$ cat src/rtl/morse_tx_fifo_pkg.sv
// =============================================================================
// Module      : morse_tx_fifo_pkg
// Description : State encoding, unit constants and the ASCII-to-Morse lookup
//               shared by the Morse transmitter files.
// Revision    : 1.0 - initial release
// =============================================================================
`default_nettype none

package morse_tx_fifo_pkg;

    typedef enum logic [2:0] {
        ST_IDLE = 3'd0,
        ST_LOAD = 3'd1,
        ST_MARK = 3'd2,
        ST_EGAP = 3'd3,
        ST_CGAP = 3'd4,
        ST_WGAP = 3'd5
    } state_e;

    localparam logic [2:0] c_dot_units        = 3'd1;
    localparam logic [2:0] c_dash_units       = 3'd3;
    localparam logic [2:0] c_egap_units       = 3'd1;
    localparam logic [2:0] c_cgap_units       = 3'd3;
    localparam logic [2:0] c_wgap_extra_units = 3'd4;
    localparam logic [7:0] c_ascii_space      = 8'h20;

    // bits are left-aligned: bits[4] is the first element, 1 = dash
    typedef struct packed {
        logic [2:0] len;
        logic [4:0] bits;
    } morse_code_t;

    function automatic logic [7:0] fold_case(input logic [7:0] ch);
        if (ch >= 8'h61 && ch <= 8'h7A) begin
            return ch - 8'h20;
        end
        return ch;
    endfunction

    function automatic morse_code_t morse_lut(input logic [7:0] ch);
        morse_code_t c;
        c = '0;
        case (fold_case(ch))
            "A": c = {3'd2, 5'b01000};
            "B": c = {3'd4, 5'b10000};
            "C": c = {3'd4, 5'b10100};
            "D": c = {3'd3, 5'b10000};
            "E": c = {3'd1, 5'b00000};
            "F": c = {3'd4, 5'b00100};
            "G": c = {3'd3, 5'b11000};
            "H": c = {3'd4, 5'b00000};
            "I": c = {3'd2, 5'b00000};
            "J": c = {3'd4, 5'b01110};
            "K": c = {3'd3, 5'b10100};
            "L": c = {3'd4, 5'b01000};
            "M": c = {3'd2, 5'b11000};
            "N": c = {3'd2, 5'b10000};
            "O": c = {3'd3, 5'b11100};
            "P": c = {3'd4, 5'b01100};
            "Q": c = {3'd4, 5'b11010};
            "R": c = {3'd3, 5'b01000};
            "S": c = {3'd3, 5'b00000};
            "T": c = {3'd1, 5'b10000};
            "U": c = {3'd3, 5'b00100};
            "V": c = {3'd4, 5'b00010};
            "W": c = {3'd3, 5'b01100};
            "X": c = {3'd4, 5'b10010};
            "Y": c = {3'd4, 5'b10110};
            "Z": c = {3'd4, 5'b11000};
            "0": c = {3'd5, 5'b11111};
            "1": c = {3'd5, 5'b01111};
            "2": c = {3'd5, 5'b00111};
            "3": c = {3'd5, 5'b00011};
            "4": c = {3'd5, 5'b00001};
            "5": c = {3'd5, 5'b00000};
            "6": c = {3'd5, 5'b10000};
            "7": c = {3'd5, 5'b11000};
            "8": c = {3'd5, 5'b11100};
            "9": c = {3'd5, 5'b11110};
            default: c = '0;
        endcase
        return c;
    endfunction

endpackage

`default_nettype wire

$ cat src/rtl/morse_tx_fifo_fifo.sv
// =============================================================================
// Module      : morse_tx_fifo_fifo
// Description : Synchronous FIFO holding characters awaiting transmission.
// Revision    : 1.0 - initial release
// =============================================================================
`default_nettype none

module morse_tx_fifo_fifo #(
    parameter int DEPTH = 8,
    parameter int WIDTH = 8
) (
    input  logic                       clk,
    input  logic                       arst_n,
    input  logic                       push_i,
    input  logic                       pop_i,
    input  logic [WIDTH-1:0]           din_i,
    output logic [WIDTH-1:0]           dout_o,
    output logic [$clog2(DEPTH):0]     count_o,
    output logic                       full_o,
    output logic                       empty_o
);

    localparam int AW = $clog2(DEPTH);
    localparam int CW = AW + 1;

    logic [WIDTH-1:0] mem_q [DEPTH];
    logic [AW-1:0]    wr_ptr_q;
    logic [AW-1:0]    rd_ptr_q;
    logic [CW-1:0]    count_q;
    logic [CW-1:0]    count_d;
    logic             full_q;
    logic             empty_q;
    logic             w_push;
    logic             w_pop;

    // a push is refused while full even when a pop frees a slot this cycle
    assign w_push = push_i && !full_q;
    assign w_pop  = pop_i  && !empty_q;

    always_comb begin
        count_d = count_q;
        if (w_push && !w_pop) begin
            count_d = count_q + CW'(1);
        end else if (!w_push && w_pop) begin
            count_d = count_q - CW'(1);
        end
    end

    always_ff @(posedge clk or negedge arst_n) begin
        if (!arst_n) begin
            wr_ptr_q <= '0;
            rd_ptr_q <= '0;
            count_q  <= '0;
            full_q   <= 1'b0;
            empty_q  <= 1'b1;
        end else begin
            if (w_push) begin
                wr_ptr_q <= wr_ptr_q + AW'(1);
            end
            if (w_pop) begin
                rd_ptr_q <= rd_ptr_q + AW'(1);
            end
            count_q <= count_d;
            full_q  <= (count_d == CW'(DEPTH));
            empty_q <= (count_d == '0);
        end
    end

    always_ff @(posedge clk) begin
        if (w_push) begin
            mem_q[wr_ptr_q] <= din_i;
        end
    end

    assign dout_o  = mem_q[rd_ptr_q];
    assign count_o = count_q;
    assign full_o  = full_q;
    assign empty_o = empty_q;

endmodule

`default_nettype wire

$ cat src/rtl/morse_tx_fifo.sv
// =============================================================================
// Module      : morse_tx_fifo
// Description : Buffered ASCII-to-Morse transmitter keying a single on/off output.
// Revision    : 1.0 - initial release
// =============================================================================
`default_nettype none

module morse_tx_fifo #(
    parameter int PRESCALER = 100,
    parameter int DEPTH     = 8,
    parameter int DIV_W     = 16
) (
    input  logic             clk,
    input  logic             arst_n,
    input  logic             write_en,
    input  logic [7:0]       ascii_in,
    input  logic [DIV_W-1:0] unit_div,
    input  logic             clr_ovf,
    output logic             full,
    output logic             empty,
    output logic             busy,
    output logic             overflow,
    output logic             morse_out
);

    import morse_tx_fifo_pkg::*;

    localparam int               CW             = $clog2(DEPTH) + 1;
    localparam logic [DIV_W-1:0] c_default_unit = DIV_W'(PRESCALER);

    state_e           state_q, state_d;
    logic [DIV_W-1:0] unit_q, unit_d;
    logic [DIV_W-1:0] cyc_q, cyc_d;
    logic [2:0]       units_q, units_d;
    logic [4:0]       code_q, code_d;
    logic [2:0]       rem_q, rem_d;
    logic             overflow_q, overflow_d;

    logic             w_fifo_full;
    logic             w_fifo_empty;
    logic [7:0]       w_head;
    logic [CW-1:0]    w_count;
    logic             w_valid_wr;
    logic             w_push;
    logic             w_drop;
    logic             w_load;
    logic             w_tick;
    logic             w_done;
    logic [2:0]       w_period;
    morse_code_t      w_head_code;
    logic             w_head_space;

    assign w_valid_wr = write_en && (ascii_in != 8'h00);
    assign w_push     = w_valid_wr && !w_fifo_full;
    assign w_drop     = w_valid_wr &&  w_fifo_full;

    morse_tx_fifo_fifo #(
        .DEPTH (DEPTH),
        .WIDTH (8)
    ) u_fifo (
        .clk     (clk),
        .arst_n  (arst_n),
        .push_i  (w_push),
        .pop_i   (w_load),
        .din_i   (ascii_in),
        .dout_o  (w_head),
        .count_o (w_count),
        .full_o  (w_fifo_full),
        .empty_o (w_fifo_empty)
    );

    assign w_head_code  = morse_lut(w_head);
    assign w_head_space = (w_head == c_ascii_space);

    always_comb begin
        w_period = c_dot_units;
        case (state_q)
            ST_MARK: w_period = code_q[4] ? c_dash_units : c_dot_units;
            ST_EGAP: w_period = c_egap_units;
            ST_CGAP: w_period = c_cgap_units;
            ST_WGAP: w_period = c_wgap_extra_units;
            default: w_period = c_dot_units;
        endcase
    end

    assign w_tick = (cyc_q == unit_q - DIV_W'(1));
    assign w_done = w_tick && (units_q == w_period - 3'd1);

    // Gap expiry loads the next character in the same cycle so that
    // back-to-back characters see no extra LOAD cycle.
    always_comb begin
        state_d = state_q;
        w_load  = 1'b0;
        case (state_q)
            ST_IDLE: begin
                if (!w_fifo_empty) begin
                    state_d = ST_LOAD;
                end
            end
            ST_LOAD: begin
                w_load = 1'b1;
            end
            ST_MARK: begin
                if (w_done) begin
                    state_d = (rem_q > 3'd1) ? ST_EGAP : ST_CGAP;
                end
            end
            ST_EGAP: begin
                if (w_done) begin
                    state_d = ST_MARK;
                end
            end
            ST_CGAP, ST_WGAP: begin
                if (w_done) begin
                    if (!w_fifo_empty) begin
                        w_load = 1'b1;
                    end else begin
                        state_d = ST_IDLE;
                    end
                end
            end
            default: begin
                state_d = ST_IDLE;
            end
        endcase

        if (w_load) begin
            if (w_head_code.len != 3'd0) begin
                state_d = ST_MARK;
            end else if (w_head_space) begin
                state_d = ST_WGAP;
            end else if (w_count > CW'(1)) begin
                state_d = ST_LOAD;
            end else begin
                state_d = ST_IDLE;
            end
        end
    end

    always_comb begin
        unit_d     = unit_q;
        code_d     = code_q;
        rem_d      = rem_q;
        cyc_d      = cyc_q;
        units_d    = units_q;
        overflow_d = overflow_q;

        if (w_load) begin
            unit_d = (unit_div == '0) ? c_default_unit : unit_div;
            code_d = w_head_code.bits;
            rem_d  = w_head_code.len;
        end else if (state_q == ST_MARK && w_done) begin
            code_d = code_q << 1;
            rem_d  = rem_q - 3'd1;
        end

        // every period, including a space following a space, starts from zero
        if (w_load || (state_d != state_q)) begin
            cyc_d   = '0;
            units_d = '0;
        end else if (w_tick) begin
            cyc_d   = '0;
            units_d = units_q + 3'd1;
        end else begin
            cyc_d = cyc_q + DIV_W'(1);
        end

        if (clr_ovf) begin
            overflow_d = 1'b0;
        end
        if (w_drop) begin
            overflow_d = 1'b1;
        end
    end

    always_ff @(posedge clk or negedge arst_n) begin
        if (!arst_n) begin
            state_q <= ST_IDLE;
        end else begin
            state_q <= state_d;
        end
    end

    always_ff @(posedge clk or negedge arst_n) begin
        if (!arst_n) begin
            unit_q     <= c_default_unit;
            code_q     <= '0;
            rem_q      <= '0;
            cyc_q      <= '0;
            units_q    <= '0;
            overflow_q <= 1'b0;
        end else begin
            unit_q     <= unit_d;
            code_q     <= code_d;
            rem_q      <= rem_d;
            cyc_q      <= cyc_d;
            units_q    <= units_d;
            overflow_q <= overflow_d;
        end
    end

    assign morse_out = (state_q == ST_MARK);
    assign busy      = (state_q != ST_IDLE);
    assign full      = w_fifo_full;
    assign empty     = w_fifo_empty;
    assign overflow  = overflow_q;

endmodule

`default_nettype wire
$ cat config.mk
export PLATFORM = sky130hd
export DESIGN_NAME = morse_tx_fifo
export DESIGN_NICKNAME = d
export VERILOG_FILES = /design/src/rtl/morse_tx_fifo_pkg.sv /design/src/rtl/morse_tx_fifo_fifo.sv /design/src/rtl/morse_tx_fifo.sv
export SDC_FILE = /design/constraint.sdc
export NUM_CORES = 1
export LEC_CHECK = 0
export CAP_MARGIN = 20
export CORE_MARGIN = 1
export CORE_UTILIZATION = 50
export DETAILED_ROUTE_END_ITERATION = 8
export HOLD_SLACK_MARGIN = 0.12
export PLACE_DENSITY = 0.68
export SYNTH_ARGS = -nofsm -noshare
export SYNTH_HDL_FRONTEND = slang
export SYNTH_SLANG_ARGS = --single-unit
$ cat constraint.sdc
create_clock -name clk -period 7.2 [get_ports clk]
set_input_delay 1.44 -clock clk [delete_from_list [all_inputs] [get_ports clk]]
set_output_delay 1.44 -clock clk [all_outputs]
set_load 0.005 [all_outputs]
; ---- Yosys cells after proc, flatten, opt, wreduce, memory -nomap -nowiden
; Memories as Yosys holds them, arrays and structs flattened.
; Index checks and enable logic that the tools add are counted.
[totals]
out_inout_bits = 5
memories = 2
mem_bits_ro = 1024
wordCells = 98
mem_bits_rw = 64
regBits = 59
inputBits = 28
[classes]
order_cmp = 4
eq_ne = 10
n_reduce_logical = 25
add_sub_neg = 10
n_mux = 35
[mem_list]
columns = memory, depth, width, read_ports, rd_ports_with_merged_regs, wr, line
row1 = (name not given), 128, 8, 1, 0, 0, morse_tx_fifo_pkg.sv:43  ; case (fold_case(ch))
row2 = u_fifo.mem_q, 8, 8, 1, 0, 1, morse_tx_fifo_fifo.sv:26  ; logic [WIDTH-1:0] mem_q [DEPTH];
[op_table]
columns = cell, count
row1 = 16-bit two-way mux, 3
row2 = 3-bit two-way mux, 13
row3 = 8-bit two-way mux, 3
row4 = "16-bit by 1-bit adder with 16-bit output, second input constant", 1
row5 = 16-bit == test, 1
row6 = 16-bit logical NOT, 1
row7 = "16-bit by 1-bit subtractor with 16-bit output, second input constant", 1
row8 = 3-bit one-hot mux with 5 select lines, 1
row9 = 1-bit logical AND, 10
row10 = 5-bit two-way mux, 2
row11 = "3-bit by 1-bit adder with 3-bit output, second input constant", 3
row12 = 3-bit one-hot mux with 3 select lines, 1
row13 = "8-bit by 6-bit == test with 1-bit output, second input constant", 1
row14 = "8-bit by 7-bit greater-or-equal comparator with 1-bit output, second input constant", 1
row15 = "8-bit by 7-bit less-or-equal comparator with 1-bit output, second input constant", 1
row16 = 1-bit two-way mux, 8
row17 = 4-bit two-way mux, 2
row18 = 8-bit nonzero test, 1
row19 = "8-bit by 6-bit subtractor with 8-bit output, second input constant", 1
row20 = "3-bit by 2-bit == test with 1-bit output, second input constant", 2
row21 = "3-bit == test, second input constant", 2
row22 = 2-bit nonzero test, 3
row23 = 3-bit nonzero test, 2
row24 = "3-bit by 1-bit subtractor with 3-bit output, second input constant", 2
row25 = other kinds (15), 18

; ---- Logic depth before layout (Yosys ltp)
; Gate-level depths: netlist of the first run.
; An unclocked memory read counts as a cell.
[depth]
ltp_word = 13
depth_mapped = 16
depth_no_buf = 15

; ---- By module
; A second synthesis of the first run with hierarchy kept.
[hier_totals]
cells_unflattened = 628
hier_area_um2 = 6771.5
[modules_own_cells]
columns = mod, cells_each, instances, seq_area_each_um2, area_each_um2
row1 = morse_tx_fifo, 456, 1, 1179.9, 3648.5
row2 = morse_tx_fifo_fifo, 172, 1, 2223.4, 3123.0

; ---- Worst setup path after synthesis of the first run
; Ideal clock, no wire load.
[synth_timing]
kind = register to register
startpoint = register u_fifo.rd_ptr_q[0]
endpoint = register cyc_q[10]
path_stages_with_launch = 16
setup_ps = 82
n_path_buf = 3
arrival_ps = 3867
setup_slack_ps = 3251
path_cell_list = dfrtp_1 > buf_2 > buf_2 > mux4_2 > mux2_2 > ha_1 > inv_1 > mux2i_1 > mux2_2 > a221o_1 > nor4_1 > nor2_1 > o21ai_2 > mux2_4 > buf_6 > nor3_2
[synth_via]
elab_chain_cells = 13
elab_cells_between_ends = 18
classes_between = 1 x add/sub / 2 x order compare / 2 x eq/ne / 8 x mux / 3 x reduce/logical / 2 x memory
[synth_rtl]
columns = element, line
row1 = from (decl), morse_tx_fifo_fifo.sv:28  ; logic [AW-1:0] rd_ptr_q;
row2 = from (signal assigned), morse_tx_fifo_fifo.sv:61  ; rd_ptr_q <= rd_ptr_q + AW'(1);
row3 = memory 8 x 8 bit *, -
row4 = 8-bit by 7-bit greater-or-equal comparator with 1-bit output / 8-bit by 7-bit less-or-equal comparator with 1-bit output (equally long branches), morse_tx_fifo_pkg.sv:34  ; if (ch >= 8'h61 && ch <= 8'h7A) begin
row5 = 1-bit logical AND, morse_tx_fifo_pkg.sv:34
row6 = 1-bit two-way mux, morse_tx_fifo_pkg.sv:34
row7 = 8-bit two-way mux, morse_tx_fifo_pkg.sv:37  ; return ch;
row8 = memory 128 x 8 bit, -
row9 = 8-bit two-way mux, morse_tx_fifo_pkg.sv:43
row10 = 3-bit nonzero test, morse_tx_fifo.sv:128  ; if (w_head_code.len != 3'd0) begin
row11 = 3-bit two-way mux *, morse_tx_fifo.sv:128
row12 = 3-bit two-way mux *, morse_tx_fifo.sv:127  ; if (w_load) begin
row13 = named net state_d[0], morse_tx_fifo.sv:31  ; state_e state_q, state_d;
row14 = 3-bit inequality test *, morse_tx_fifo.sv:158  ; if (w_load || (state_d != state_q)) begin
row15 = 1-bit logical OR *, morse_tx_fifo.sv:158
row16 = 16-bit two-way mux *, morse_tx_fifo.sv:158
row17 = named net cyc_d[10], morse_tx_fifo.sv:33  ; logic [DIV_W-1:0] cyc_q, cyc_d;
row18 = to (signal assigned), morse_tx_fifo.sv:196  ; cyc_q <= cyc_d;
row19 = to (decl), morse_tx_fifo.sv:33
; The timed path passes the listed nets; every way through them passes the cells marked *. The select of a mux whose other input is x is not followed.
; A chain may end at the register's enable or synchronous reset.

; ---- Worst setup path after layout of the first run
[layout_timing]
startpoint = register unit_q[3]
endpoint = register units_q[0]
[layout_via]
elab_chain_cells = 9
elab_cells_between_ends = 14
classes_between = 1 x add/sub / 2 x eq/ne / 8 x mux / 3 x reduce/logical
[layout_rtl]
columns = element, line
row1 = from (decl), morse_tx_fifo.sv:32  ; logic [DIV_W-1:0] unit_q, unit_d;
row2 = from (signal assigned), morse_tx_fifo.sv:186  ; unit_q <= c_default_unit;
row3 = from (signal assigned), morse_tx_fifo.sv:193  ; unit_q <= unit_d;
row4 = 16-bit by 1-bit subtractor with 16-bit output *, morse_tx_fifo.sv:86  ; assign w_tick = (cyc_q == unit_q - DIV_W'(1));
row5 = 16-bit == test *, morse_tx_fifo.sv:86
row6 = 1-bit logical AND *, morse_tx_fifo.sv:87  ; assign w_done = w_tick && (units_q == w_period - 3'd1);
row7 = "3-bit two-way mux, or another cell as far along", morse_tx_fifo.sv:114  ; if (w_done) begin
row8 = 3-bit one-hot mux with 5 select lines / 1-bit one-hot mux with 2 select lines (equally long branches), morse_tx_fifo.sv:94  ; case (state_q)
row9 = 3-bit two-way mux *, morse_tx_fifo.sv:127
row10 = named net state_d[0], morse_tx_fifo.sv:31
row11 = 3-bit inequality test *, morse_tx_fifo.sv:158
row12 = 1-bit logical OR *, morse_tx_fifo.sv:158
row13 = 3-bit two-way mux / 2-bit nonzero test (equally long branches), -
row14 = to (signal assigned), morse_tx_fifo.sv:197  ; units_q <= units_d;
row15 = to (decl), morse_tx_fifo.sv:34  ; logic [2:0] units_q, units_d;
; The timed path passes the listed nets; every way through them passes the cells marked *.

==> results.cfg, run 1 <==
[outcome]
status = completed

[power]
pwr_density_cell_nw_per_um2 = 445
switching_share_pct = 40.2
p_leak_nw = 2.94
p_sw_mw = 1.39
internal_power_mw = 2.06
seq_power_share_pct = 32.4
power_frac_clock_pct = 25.1
power_frac_comb_pct = 42.5
peakVddDrop_v = 0.000220

[logic_synthesis]
yosysUniqueCellTypes = 64
synth-compound-area-share_pct = 8.85
async_flop_share_pct = 48.0
synthCells = 561
ys.flop_type = edfxtp_1
yosysTopAreaCell = edfxtp_1
synth_top_family_by_area = simple AND/OR/NAND/NOR gates
ys_ff_latch = 123
synthAdderAreaFrac_pct = 3.78
synth-simple-area-share_pct = 15.1
synth_mux_area_share_pct = 12.0
avgSynthCellArea_um2 = 11.8
synth-xor-area-share_pct = 6.34
synth_enable_flop_cells = 64
yosys_warnings = 0
syn_area_um2 = 6630
synthesis.nets = 609
yosys-top-cells-area = edfxtp_1 29%, dfrtp_1 21%, mux4_2 4.8%
synth_top_area_share_pct = 29.0
ys_seq_area_share_pct = 51.3

[setup_path]
cp.arrival_ps = 4760
slowest_stage = o21ai_4
required_ps = 7530
worst_setup_path_end_kind = register
cpMostUsedCell = or4_1
worstSetupStartpointType = register
worstSetupPathType = register to register
crit_chain = or4_1 -> or4_1 -> a21oi_1 -> o2111ai_2 -> or4_4 -> o21ai_4 -> o41ai_1 -> o21ai_2 -> mux2_4 -> nor3_1
crit_fanout = 35
slowest_delay_ps = 770

[clocking]
ctsHoldBuffers = 0
cts_buffer_depth = 2
numCtsBuffers = 17
clock_latency_ps = 420
cts_num_sinks = 123
cts_htree_levels = 4
post_cts_buffers = 0
cts_tree = done
cts_resized = 0
clk_pin_slew_ps = 60
cts_root_buffer = clkbuf_16

[sta]
hold_ws_ps = 501
fmax_mhz = 226
min_period_over_period_pct = 61.5
worstMarginPinSlew_ps = 981
tns_ps = 0
hold_viol = 0
setup_viol = 0
min_period_ps = 4430
rsz0062_at_grt = no
slew_violations = 0
max_slew_margin_pct = 34.4
worst_clock_skew_ps = 9.03

[route]
routed_wl_um = 14300
drt-pass1-iter-count = 5
drt_iter0_markers = 305
ant_nets = 0
vias_per_cell = 5.88
drc_errors = 0
wl_per_cell_um = 18.2
vias = 4606

[placement]
port_buffers = 32
dpl.cell_count = 751
dpl.hpwl_um = 9650
gp_congestion = 0.835

[floorplanning]
num_io_pins = 33
rows = 41
die_x_um = 117
core-area_um2 = 12800
dieArea_um2 = 13700
die_h_um = 117
initial_core_util_pct = 51.9

[job]
maxCapViolCount = 0

[global_routing]
antenna_found_initial = 0
grt_max_degree = 60
grt_pass1_wl_um = 23200
met2_usage_pct = 34.1
gr-usage-met1_pct = 33.1
met3_usage_pct = 5.56
grt_use_total_pct = 23.1
grt_pass1_vias = 4558
grt_busiest_layer = met2
grt_overflow = 0

[layout]
fin_util_pct = 60.8
multi_input_area_um2 = 3070
final_nets = 647
layout-drive-gt1-share_pct = 16.8
syn2layout_area_growth_pct = 17.1
layoutNonFillerInstCount = 784
final-seq-area_um2 = 3400
fillers = 960
antenna_cells = 0

[min_path]
hold_class = register to register
==> cells in the final DEF (no fill, tap or decap), drive strengths merged, types with 8 or more instances in the layout <==
cell | Yosys | final
edfxtp | 64 | 64
dfrtp | 55 | 55
nand2 | 38 | 38
nor2 | 36 | 36
inv | 23 | 32
clkdlybuf4s50 | 0 | 31
nor3 | 30 | 30
mux2i | 25 | 25
xnor2 | 24 | 24
xor2 | 24 | 24
a21oi | 22 | 22
ha | 20 | 20
mux2 | 20 | 20
clkbuf | 14 | 17
nand3 | 16 | 16
o21ai | 16 | 16
nor4 | 15 | 15
mux4 | 14 | 14
o22ai | 10 | 10
nand4 | 8 | 8
a31oi | 8 | 8
buf | 6 | 8
==> sequential cells by signal, indices dropped and copies added, names as in the netlist, 3 cells and up <==
register	cells
u_fifo.count_o	4
state_q	3
u_fifo.rd_ptr_q	3
units_q	3
rem_q	3
u_fifo.mem_q	64
unit_q	16
cyc_q	16
u_fifo.wr_ptr_q	3
code_q	5
==> worst max-delay path: cells and delay by family (launching register included) <==
| kind | cells | cell delay (ps) |
|---|---|---|
| AOI/OAI and AO/OA | 5 | 1620 |
| and+or+nand+nor | 4 | 1840 |
| muxes | 1 | 440 |
| DFF | 1 | 450 |
==> Yosys cell counts, types with 4 or more instances <==
| cell | count |
|---|---|
| nor2_1 | 36 |
| dfrtp_1 | 55 |
| mux2_2 | 19 |
| xor2_1 | 24 |
| or3_1 | 7 |
| inv_1 | 23 |
| nand2_1 | 38 |
| o22ai_1 | 10 |
| edfxtp_1 | 64 |
| o21ai_0 | 14 |
| mux2i_1 | 25 |
| xnor2_1 | 24 |
| nor3_2 | 10 |
| clkbuf_1 | 14 |
| nor3b_1 | 7 |
| nor3_1 | 20 |
| a21oi_1 | 21 |
| ha_1 | 20 |
| nor4_1 | 14 |
| nand4_1 | 8 |
| nand3_1 | 16 |
| a31oi_1 | 7 |
| and3_1 | 5 |
| mux4_2 | 14 |
| dfstp_2 | 4 |
| o211ai_1 | 5 |
| buf_2 | 4 |
==> per-stage QoR <==
step	area [µm²]	worst slack (ps)	power (mW)
floorplan	6630	3250	2.18
finish	7760	2770	3.45
global route	7760	2470	3.68
global placement	7120	2610	2.53
detailed placement	7130	2600	2.55
CTS	7730	2560	3.44
==> power by group through the flow <==
stage	clock, mW	combinational, mW	sequential [mW]
4_1_cts	0.884	1.41	1.14
6_report	0.866	1.47	1.12
3_5_place_dp	0	1.40	1.15
5_1_grt	0.915	1.61	1.15
2_1_floorplan	0	1.14	1.04
3_3_place_gp	0	1.38	1.15
==> metal layers <==
| metal | vias to the layer above | wire length, µm |
|---|---|---|
| li1 | 2197 | - |
| met1 | 2254 | 6920 |
| met5 | - | 0 |
| met3 | 23 | 654 |
| met2 | 132 | 6430 |
| met4 | 0 | 260 |
==> path summary, 6_finish.rpt <==
kind | start | to | slack, ps | cells past startpoint
setup / recovery | unit_q[3] | units_q[0] | 2770 | 10
hold / removal | u_fifo.wr_ptr_q[2] | u_fifo.wr_ptr_q[2] | 500 | 1
setup reg to reg | unit_q[3] | units_q[0] | 2770 | 10
hold reg to reg | u_fifo.wr_ptr_q[2] | u_fifo.wr_ptr_q[2] | 500 | 1
max in group asynchronous | arst_n | u_fifo.full_o | 5530 | 2
min in group asynchronous | arst_n | code_q[4] | 1160 | 2
==> layout make-up <==
| type | instances | share of cell area [%] |
|---|---|---|
| clock buffers | 17 | 5.48 |
| clock inverters | 15 | 2.27 |
| inverters | 23 | 1.11 |
| multi-input cells | 395 | 39.5 |
| flip-flops and latches | 123 | 43.8 |
| well taps | 172 | 2.77 |
| repair buffers | 39 | 5.00 |
==> logic make-up (layout without fill, tap and decap cells) <==
family | after synthesis | after routing
simple gates | 182 | 182
flops | 123 | 123
compound gates | 86 | 86
mux | 59 | 59
xor+xnor | 48 | 48
buf+inv | 43 | 94
fa+ha+maj | 20 | 20
Power figures use the tool's default switching activity.
==> run 2: changes to the inputs <==
==> constraint.sdc (replaced) <==
create_clock -name clk -period 4.43 [get_ports clk]
set_input_delay 0.886 -clock clk [delete_from_list [all_inputs] [get_ports clk]]
set_output_delay 0.886 -clock clk [all_outputs]
set_load 0.005 [all_outputs]
==> run 2 against run 1 <==
Fmax rose by 13%. First-iteration DRC count rose by 25%. Combinational power rose by 66%. Sequential cell count did not move. Cell area barely moved. Critical path depth rose by 3. Critical path type unchanged. Clock power rose by 51%.
==> results.cfg, run 2 (synthesis results as in run 1) <==
[power]
peakVddDrop_v = 0.000460
p_leak_nw = 2.95
pwr_density_cell_nw_per_um2 = 714
power_mw = 5.54

[sta]
min_period_ps = 3920
worstMarginPinSlew_ps = 863
min_period_over_period_pct = 88.5
rsz0062_at_grt = no
slew_violations = 0
worst_clock_skew_ps = 11.9
hold_viol = 0
tns_ps = 0
setup_viol = 0
hold_ws_ps = 488
fmax_mhz = 255
fin_ws_ps = 508
max_slew_margin_pct = 42.3

[placement]
dpl.cell_count = 761
pre_cts_slack_ps = 514
gp_congestion = 0.867
port_buffers = 32
dpl.hpwl_um = 10400

[global_routing]
grt_busiest_layer = met2
grt_pass1_vias = 4534
met3_usage_pct = 5.97
grt_pass1_wl_um = 23500
grt_use_total_pct = 23.6
grt_overflow = 0
gr-usage-met1_pct = 31.7
grt_max_degree = 33
met2_usage_pct = 37.4
antenna_found_initial = 0

[layout]
largest_register_ffs = 64
antenna_cells = 0
syn2layout_area_growth_pct = 17.1
largest-register = u_fifo.mem_q
layoutNonFillerInstCount = 793
final_nets = 656
mostFrequentLayoutCells = 64 x edfxtp_1, 55 x dfrtp_1, 38 x nand2_1
final_common_cell = edfxtp_1
layout-drive-gt1-share_pct = 17.6
reg_top3 = u_fifo.mem_q (64), cyc_q (16), unit_q (16)

[min_path]
hold_class = primary input to asynchronous set/reset pin

[clocking]
post_cts_buffers = 0
clk_pin_slew_ps = 60
cts_buffer_depth = 2
ctsHoldBuffers = 0
cts_tree = done
cts_resized = 0
cts_htree_levels = 4
clock_latency_ps = 420
numCtsBuffers = 17
cts_root_buffer = clkbuf_16
cts_num_sinks = 123

[job]
maxCapViolCount = 0

[route]
wl_per_cell_um = 18.6
drt_iter0_markers = 381
vias = 4617
vias_per_cell = 5.82
drt-pass1-iter-count = 5
ant_nets = 0
drc_errors = 0
routed_wl_um = 14700

[floorplanning]
die_h_um = 117
initial_core_util_pct = 51.9
die_x_um = 117
num_io_pins = 33
core-area_um2 = 12800
rows = 41
dieArea_um2 = 13700

[outcome]
status = completed

[setup_path]
required_ps = 4760
cp.arrival_ps = 4250
worst_setup_path_end_kind = register
worstSetupStartpointType = register
worstSetupPathType = register to register
crit_fanout = 19
[run 2: cell types whose count changed in the layout (fill, tap and decap cells not counted), sizes merged]
cell and delta:
buf +9, bufinv -1, clkbuf +1, clkinv +1
clkinvlp +1, inv -2
[run 2: report_power, final]
part | total [mW] | internal (mW) | switching, mW
logic | 2.44 | 1.04 | 1.40
registers | 1.79 | 1.49 | 0.299
clock network | 1.31 | 0.782 | 0.525
total | 5.54 | 3.31 | 2.23
[run 2: routing by layer]
layer  up-vias  part of all wire, %
met5         -                    0
met4         0                  1.7
met3        24                  3.9
met2       114                   47
met1      2273                   47
li1       2206                    -
[run 2: path summary, 6_finish.rpt]
check | slack (ps) | start | end | cells after the start
worst max-delay path | 510 | u_fifo.rd_ptr_q[0] | cyc_q[4] | 13
worst min-delay path | 490 | arst_n | rem_q[1] | 1
worst max register to register | 510 | u_fifo.rd_ptr_q[0] | cyc_q[4] | 13
worst min register to register | 500 | overflow | overflow | 1
max in group asynchronous | 3060 | arst_n | u_fifo.empty_o | 2
min in group clk | 500 | overflow | overflow | 1
[run 2: worst max-delay path, cell delays in order (launching register included)]
cell and delay (ps):
dfrtp_1 500, buf_4 240, mux2i_1 80, mux4_2 610, ha_1 280, inv_1 150
mux2i_1 90, mux2_2 280, a221o_1 370, nor4_1 280, nor2_1 120, o21ai_2 180
mux2_4 430, nor3_1 220
[run 2: area by class of cell]
cell class	instances	area [µm²]
inverters	23	86.3
well taps	172	215
clock buffers	18	429
repair buffers	48	435
flip-flops and latches	123	3400
fillers	1038	5010
multi-input cells	395	3060
clock inverters	14	133
[run 2: through the flow]
| step | utilization, % | area [µm²] |
|---|---|---|
| detailed placement | 56.3 | 7200 |
| CTS | 60.7 | 7760 |
| floorplan | - | 6630 |
| finish | 60.7 | 7760 |
| global route | 60.7 | 7760 |
| global placement | 56.3 | 7200 |
==> run 3: changes to the inputs <==
--- a/config.mk
+++ b/config.mk
@@ -9,7 +9,7 @@
 export CORE_MARGIN = 1
 export CORE_UTILIZATION = 50
 export DETAILED_ROUTE_END_ITERATION = 8
-export HOLD_SLACK_MARGIN = 0.12
+export HOLD_SLACK_MARGIN = 0.1
 export PLACE_DENSITY = 0.68
 export SYNTH_ARGS = -nofsm -noshare
 export SYNTH_HDL_FRONTEND = slang
==> results of run 3 <==
No change in the layout: final DEF, timing and power equal those of run 2.
